## src/rtl/mc_main_ctrl.sv

```systemverilog
// Main control FSM of the multi-cycle CPU: sequences memory, ALU and datapath strobes.
// Optional feature macro: MC_CTRL_ADDI_EN adds the ADDIEX/ADDIWB path for add-immediate.
module mc_main_ctrl #(
  parameter logic [5:0] OP_RTYPE = 6'h00,
  parameter logic [5:0] OP_LW    = 6'h23,
  parameter logic [5:0] OP_SW    = 6'h2B,
  parameter logic [5:0] OP_BEQ   = 6'h04,
  parameter logic [5:0] OP_J     = 6'h02,
  parameter logic [5:0] OP_ADDI  = 6'h08
) (
  input  logic       i_clk,
  input  logic       i_reset,
  input  logic [5:0] i_op,
  input  logic       i_mem_ready,
  output logic       o_pc_write,
  output logic       o_pc_write_c,
  output logic       o_iord,
  output logic       o_mem_read,
  output logic       o_mem_write,
  output logic       o_ir_write,
  output logic       o_mem_to_reg,
  output logic       o_reg_dst,
  output logic       o_reg_write,
  output logic       o_alu_src_a,
  output logic [1:0] o_alu_src_b,
  output logic [1:0] o_alu_op,
  output logic [1:0] o_pc_source,
  output logic       o_illegal
);

  typedef enum logic [3:0] {
    ST_FETCH  = 4'd0,
    ST_DECODE = 4'd1,
    ST_MEMADR = 4'd2,
    ST_MEMRD  = 4'd3,
    ST_MEMWR  = 4'd4,
    ST_MEMWB  = 4'd5,
    ST_EXEC   = 4'd6,
    ST_ALUWB  = 4'd7,
    ST_BRANCH = 4'd8,
    ST_JUMP   = 4'd9
`ifdef MC_CTRL_ADDI_EN
    ,
    ST_ADDIEX = 4'd10,
    ST_ADDIWB = 4'd11
`endif
  } state_t;

  state_t state_q;
  state_t state_d;
  logic   op_legal;

  always_comb begin
    op_legal = 1'b0;
    case (i_op)
      OP_RTYPE, OP_LW, OP_SW, OP_BEQ, OP_J: op_legal = 1'b1;
`ifdef MC_CTRL_ADDI_EN
      OP_ADDI: op_legal = 1'b1;
`else
      OP_ADDI: op_legal = 1'b0;
`endif
      default: op_legal = 1'b0;
    endcase
  end

  always_comb begin
    state_d = ST_FETCH;
    case (state_q)
      ST_FETCH:  state_d = i_mem_ready ? ST_DECODE : ST_FETCH;
      ST_DECODE: begin
        case (i_op)
          OP_LW, OP_SW: state_d = ST_MEMADR;
          OP_RTYPE:     state_d = ST_EXEC;
          OP_BEQ:       state_d = ST_BRANCH;
          OP_J:         state_d = ST_JUMP;
`ifdef MC_CTRL_ADDI_EN
          OP_ADDI:      state_d = ST_ADDIEX;
`endif
          default:      state_d = ST_FETCH;
        endcase
      end
      ST_MEMADR: state_d = (i_op == OP_LW) ? ST_MEMRD : ST_MEMWR;
      ST_MEMRD:  state_d = i_mem_ready ? ST_MEMWB : ST_MEMRD;
      ST_MEMWR:  state_d = i_mem_ready ? ST_FETCH : ST_MEMWR;
      ST_EXEC:   state_d = ST_ALUWB;
`ifdef MC_CTRL_ADDI_EN
      ST_ADDIEX: state_d = ST_ADDIWB;
`endif
      default:   state_d = ST_FETCH;
    endcase
  end

  always_ff @(posedge i_clk) begin
    if (i_reset) state_q <= ST_FETCH;
    else         state_q <= state_d;
  end

  // Moore decode; only the FETCH write strobes look at i_mem_ready. Reset masks everything.
  always_comb begin
    o_pc_write   = 1'b0;
    o_pc_write_c = 1'b0;
    o_iord       = 1'b0;
    o_mem_read   = 1'b0;
    o_mem_write  = 1'b0;
    o_ir_write   = 1'b0;
    o_mem_to_reg = 1'b0;
    o_reg_dst    = 1'b0;
    o_reg_write  = 1'b0;
    o_alu_src_a  = 1'b0;
    o_alu_src_b  = 2'b00;
    o_alu_op     = 2'b00;
    o_pc_source  = 2'b00;
    o_illegal    = 1'b0;
    if (!i_reset) begin
      case (state_q)
        ST_FETCH: begin
          o_mem_read  = 1'b1;
          o_alu_src_b = 2'b01;
          o_ir_write  = i_mem_ready;
          o_pc_write  = i_mem_ready;
        end
        ST_DECODE: begin
          o_alu_src_b = 2'b11;
          o_illegal   = ~op_legal;
        end
        ST_MEMADR: begin
          o_alu_src_a = 1'b1;
          o_alu_src_b = 2'b10;
        end
        ST_MEMRD: begin
          o_mem_read = 1'b1;
          o_iord     = 1'b1;
        end
        ST_MEMWR: begin
          o_mem_write = 1'b1;
          o_iord      = 1'b1;
        end
        ST_MEMWB: begin
          o_reg_write  = 1'b1;
          o_mem_to_reg = 1'b1;
        end
        ST_EXEC: begin
          o_alu_src_a = 1'b1;
          o_alu_op    = 2'b10;
        end
        ST_ALUWB: begin
          o_reg_write = 1'b1;
          o_reg_dst   = 1'b1;
        end
        ST_BRANCH: begin
          o_alu_src_a  = 1'b1;
          o_alu_op     = 2'b01;
          o_pc_write_c = 1'b1;
          o_pc_source  = 2'b01;
        end
        ST_JUMP: begin
          o_pc_write  = 1'b1;
          o_pc_source = 2'b10;
        end
`ifdef MC_CTRL_ADDI_EN
        ST_ADDIEX: begin
          o_alu_src_a = 1'b1;
          o_alu_src_b = 2'b10;
        end
        ST_ADDIWB: begin
          o_reg_write = 1'b1;
        end
`endif
        default: ;
      endcase
    end
  end

endmodule

```

## config.mk

```make
export PLATFORM = sky130hd
export DESIGN_NAME = mc_main_ctrl
export DESIGN_NICKNAME = d
export VERILOG_FILES = /design/src/rtl/mc_main_ctrl.sv
export SDC_FILE = /design/constraint.sdc
export NUM_CORES = 1
export LEC_CHECK = 0
export ABC_AREA = 0
export BUFFER_PORTS_ARGS = -buffer_cell sky130_fd_sc_hd__buf_2
export CAP_MARGIN = 20
export CORE_AREA = 2 2 39 41
export DETAILED_ROUTE_END_ITERATION = 10
export DIE_AREA = 0 0 41 43
export PLACE_DENSITY = 0.67
export SLEW_MARGIN = 20
export SYNTH_ARGS = -nofsm -noshare
export SYNTH_HDL_FRONTEND = slang
export SYNTH_SLANG_ARGS = --single-unit
```

## constraint.sdc

```tcl
create_clock -name i_clk -period 1.8 [get_ports i_clk]
set_clock_uncertainty 0.2 [all_clocks]
set_input_delay 0.18 -clock i_clk [delete_from_list [all_inputs] [get_ports i_clk]]
set_output_delay 0.18 -clock i_clk [all_outputs]
set_load 0.05 [all_outputs]
```

==> impl_results.html <==
<table>
<tr><th>Metric</th><th>Value</th></tr>
<tr><th colspan="2">Detailed routing</th></tr>
<tr><td>Detailed Route Iter0 Violations</td><td>6</td></tr>
<tr><td>Detailed-routing iteration count for the pre-antenna-repair pass</td><td>4</td></tr>
<tr><td>Detailed Route WL</td><td>1360 um</td></tr>
<tr><td>Total via count in the routed design</td><td>621</td></tr>
<tr><td>Drt wl/cell</td><td>11.7 um</td></tr>
<tr><td>Number of antenna-violating nets in the routed design</td><td>0</td></tr>
<tr><td>Vias per Instance</td><td>5.35</td></tr>
<tr><td>Number of DRC violations after detailed routing</td><td>0</td></tr>
<tr><th colspan="2">STA</th></tr>
<tr><td>Fraction of the cycle the final worst path needs</td><td>101%</td></tr>
<tr><td>Transition time at the pin with the least slew margin</td><td>556 ps</td></tr>
<tr><td>Max-slew violation count</td><td>0</td></tr>
<tr><td>Final setup margin</td><td>-26.5 ps</td></tr>
<tr><td>Unrepaired setup endpoints after global routing</td><td>true</td></tr>
<tr><td>Max Clock Freq</td><td>548 MHz</td></tr>
<tr><td>Setup TNS</td><td>-50.1 ps</td></tr>
<tr><td>Setup violation total in the final timing report</td><td>2</td></tr>
<tr><td>Worst slew slack as a fraction of its limit</td><td>62.6%</td></tr>
<tr><td>Number of hold-slack violations in the final timing report</td><td>0</td></tr>
<tr><td>Clock period minus final worst setup slack</td><td>1830 ps</td></tr>
<tr><th colspan="2">Outcome</th></tr>
<tr><td>Failing checks</td><td>negative setup slack</td></tr>
<tr><td>Outcome</td><td>complete, but fails checks</td></tr>
<tr><th colspan="2">Final layout</th></tr>
<tr><td>Syn-to-layout area delta</td><td>71.0%</td></tr>
<tr><td>Regs by FF count</td><td>state_q (4)</td></tr>
<tr><td>Top reg by flops</td><td>state_q</td></tr>
<tr><td>Number of inserted filler cells in the final layout</td><td>128</td></tr>
<tr><td>Most common library cell in the layout ignoring fill and taps</td><td>buf_2</td></tr>
<tr><td>Flip-flop count of the largest register, all copies and words added</td><td>4</td></tr>
<tr><td>Most frequent cells in the layout</td><td>buf_2 (11), clkbuf_4 (10), buf_4 (9)</td></tr>
<tr><td>Post-Route Utilization</td><td>60.3%</td></tr>
<tr><td>Diode insertion count for antenna repair</td><td>0</td></tr>
<tr><td>Total Nets Final</td><td>111</td></tr>
<tr><td>Share of cells above drive strength 1</td><td>57.0%</td></tr>
<tr><td>Non-filler instance count after layout</td><td>116</td></tr>
<tr><th colspan="2">Clock network</th></tr>
<tr><td>TritonCTS clock tree</td><td>yes</td></tr>
<tr><td>Cell chosen for the clock root</td><td>clkbuf_4</td></tr>
<tr><td>H-tree depth</td><td>1</td></tr>
<tr><td>Total CTS buffers</td><td>3</td></tr>
<tr><td>Number of clock sinks seen by CTS</td><td>4</td></tr>
<tr><td>Max Root-Sink Buffers</td><td>2</td></tr>
<tr><td>Insertion delay to the later sink of the worst-skew pair</td><td>240 ps</td></tr>
<tr><td>Clock transition at path regs</td><td>40 ps</td></tr>
<tr><th colspan="2">Global routing</th></tr>
<tr><td>Overall Global Routing Usage</td><td>17.7%</td></tr>
<tr><td>Initial antenna violation count</td><td>0</td></tr>
<tr><td>Global-route wire length before repair</td><td>2190 um</td></tr>
<tr><td>Total congestion overflow after global routing</td><td>0</td></tr>
<tr><td>Number of global-route vias before repair</td><td>546</td></tr>
<tr><td>Largest net degree at the start of global routing</td><td>13</td></tr>
<tr><th colspan="2">Floorplan</th></tr>
<tr><td>Die Span Y</td><td>43 um</td></tr>
<tr><td>CORE AREA</td><td>1380 um2</td></tr>
<tr><td>Floorplan die width</td><td>41 um</td></tr>
<tr><td>Initial core utilization</td><td>35.3%</td></tr>
<tr><td>Cell row count</td><td>14</td></tr>
<tr><td>Overall die area</td><td>1760 um2</td></tr>
<tr><td>Boundary Pins</td><td>26</td></tr>
<tr><th colspan="2">Logic synthesis</th></tr>
<tr><td>Synthesized area divided by synthesized cell count</td><td>7.07 um2</td></tr>
<tr><td>Yosys synthesis warning count</td><td>0</td></tr>
<tr><td>Number of different library cells in the post-synthesis netlist</td><td>34</td></tr>
<tr><td>Top flip-flop cell by instance count after synthesis</td><td>dfxtp_1</td></tr>
<tr><td>Async SR Flop Fraction</td><td>0%</td></tr>
<tr><td>Sequential-to-total area share from yosys stat</td><td>16.4%</td></tr>
<tr><td>Post-synth EDFFs</td><td>0</td></tr>
<tr><td>Cells after Synth</td><td>69</td></tr>
<tr><td>Post-synthesis net count</td><td>78</td></tr>
<tr><td>Post-synthesis cell area</td><td>488 um2</td></tr>
<tr><td>Number of synthesized register bits</td><td>4</td></tr>
<tr><th colspan="2">Power and ir drop</th></tr>
<tr><td>Switching share of power</td><td>36.6%</td></tr>
<tr><td>P_int</td><td>217 uW</td></tr>
<tr><td>Maximum resistive drop on vdd</td><td>0.443 mV</td></tr>
<tr><td>Clock share of power</td><td>32.9%</td></tr>
<tr><td>Net load switching power</td><td>125 uW</td></tr>
<tr><td>Overall Power</td><td>343 uW</td></tr>
<tr><td>Total leakage power</td><td>0.366 nW</td></tr>
<tr><td>Combinational share of power</td><td>39.0%</td></tr>
<tr><td>Sequential group share of total power</td><td>28.1%</td></tr>
<tr><td>Total power per unit cell area</td><td>411 nW/um2</td></tr>
<tr><th colspan="2">Flow run</th></tr>
<tr><td>Count of maximum capacitance violations</td><td>0</td></tr>
<tr><th colspan="2">Setup path</th></tr>
<tr><td>Element type at the critical path start</td><td>flop</td></tr>
<tr><td>Internal reg-to-reg setup slack</td><td>220 ps</td></tr>
<tr><td>RR Endpoint</td><td>state_q[3]$_SDFF_PP0_</td></tr>
<tr><td>Start point of the critical path</td><td>state_q[2]$_SDFF_PP0_</td></tr>
<tr><td>Worst Reg2Reg Path Length in Cells</td><td>5</td></tr>
<tr><td>Arrival time at the worst endpoint</td><td>1450 ps</td></tr>
<tr><td>Required time at the endpoint of the critical path</td><td>1420 ps</td></tr>
<tr><td>Nature of the critical path endpoint</td><td>output pin</td></tr>
<tr><td>Worst Path Class, Setup</td><td>reg2out</td></tr>
<tr><td>Startpoint of the most critical register-to-register path</td><td>state_q[2]$_SDFF_PP0_</td></tr>
<tr><td>Maximum fanout encountered on the critical timing path</td><td>4</td></tr>
<tr><th colspan="2">Hold path</th></tr>
<tr><td>Startpoint of the lowest-slack hold path</td><td>i_op[5]</td></tr>
<tr><td>Cells on Worst Hold Path</td><td>3</td></tr>
<tr><td>Worst hold path endpoint</td><td>state_q[3]$_SDFF_PP0_</td></tr>
<tr><td>Hold Crit Class</td><td>in2reg</td></tr>
<tr><th colspan="2">Place</th></tr>
<tr><td>Routability congestion estimate</td><td>0.849</td></tr>
<tr><td>Worst-case setup slack after placement</td><td>39.6 ps</td></tr>
<tr><td>Cell count after placement</td><td>111</td></tr>
<tr><td>Estimated wirelength of the detail-placed design</td><td>1070 um</td></tr>
<tr><td>PortBufs</td><td>25</td></tr>
</table>
-- worst max-delay path by stage --
stage / end / slack [ps]
after CTS: o_ir_write / -40
after global routing: o_mem_read / -90
after global placement: o_pc_write / 70
after floorplan: o_pc_write / -400
final: o_ir_write / -30
after detailed placement: o_pc_write / 40
-- power groups by stage --
stage,registers [mW],logic (mW),clock network (mW)
after floorplan,0.0939,0.0895,0
after global placement,0.0971,0.122,0
after detailed placement,0.0969,0.123,0
after CTS,0.0960,0.129,0.115
after global routing,0.0966,0.144,0.122
final,0.0962,0.134,0.113
-- critical path: stages (launching register included) --
cell     delay [ps]
dfxtp_2         320
or3_4           430
nor4_4          150
buf_2           300
-- cell families (layout without fill, tap and decap cells) --
group	after synthesis	in the layout	share of synthesized area (%)
AO/OA/AOI/OAI	14	14	19.0
XOR/XNOR	2	2	3.59
buffers and inverters	6	37	6.41
flip-flops	4	4	16.4
AND/OR/NAND/NOR	43	43	54.6
-- repair_timing --
| item | in CTS | in global routing |
|---|---|---|
| gates resized for setup | 13 | 12 |
| pin swaps | 1 | 2 |
| endpoints found under the setup margin | 9 | 15 |
| setup buffers | 0 | 1 |
| hold endpoints to repair | 1 | 0 |
| cloned | 0 | 0 |
| hold buffers | 1 | 0 |
-- cell type report --
class / count / area (um2) / share of cell area (%)
repair buffers: 33 / 241 / 28.9
well taps: 16 / 20.0 / 2.40
flip-flops and latches: 4 / 83.8 / 10.0
multi-input cells: 59 / 463 / 55.5
clock buffers: 3 / 22.5 / 2.70
inverters: 1 / 3.75 / 0.450
-- metal layers --
metal  track usage, %  wire, um
met2             28.4       710
met3             4.71        75
met4             6.00        21
met5                0         0
met1             21.6       556
-- synth_stat cells (2+ instances only) --
library cell  n  share of area, %
a21oi_1       4               4.1
and2_1        2               2.6
and3_1        2               2.6
buf_2         4               4.1
dfxtp_1       4                16
nand2_1       4               3.1
nand2b_1      2               2.6
nand3b_1      2               3.1
nor2_1        8               6.2
nor2b_1       4               5.1
nor3_1        4               4.1
nor4_1        2               2.6
nor4_2        2               5.1
o21ai_0       3               3.1
or3b_1        2               3.6
xnor2_1       2               3.6
-- stage by stage --
| stage | hold slack [ps] | instance area, um2 |
|---|---|---|
| 3_3_place_gp | 200 | 731 |
| 3_5_place_dp | 203 | 731 |
| 5_1_grt | 63.8 | 835 |
| 6_report | 41.8 | 835 |
| 4_1_cts | 40.0 | 800 |
| 2_1_floorplan | 51.0 | 568 |
Power figures use the tool's default switching activity.
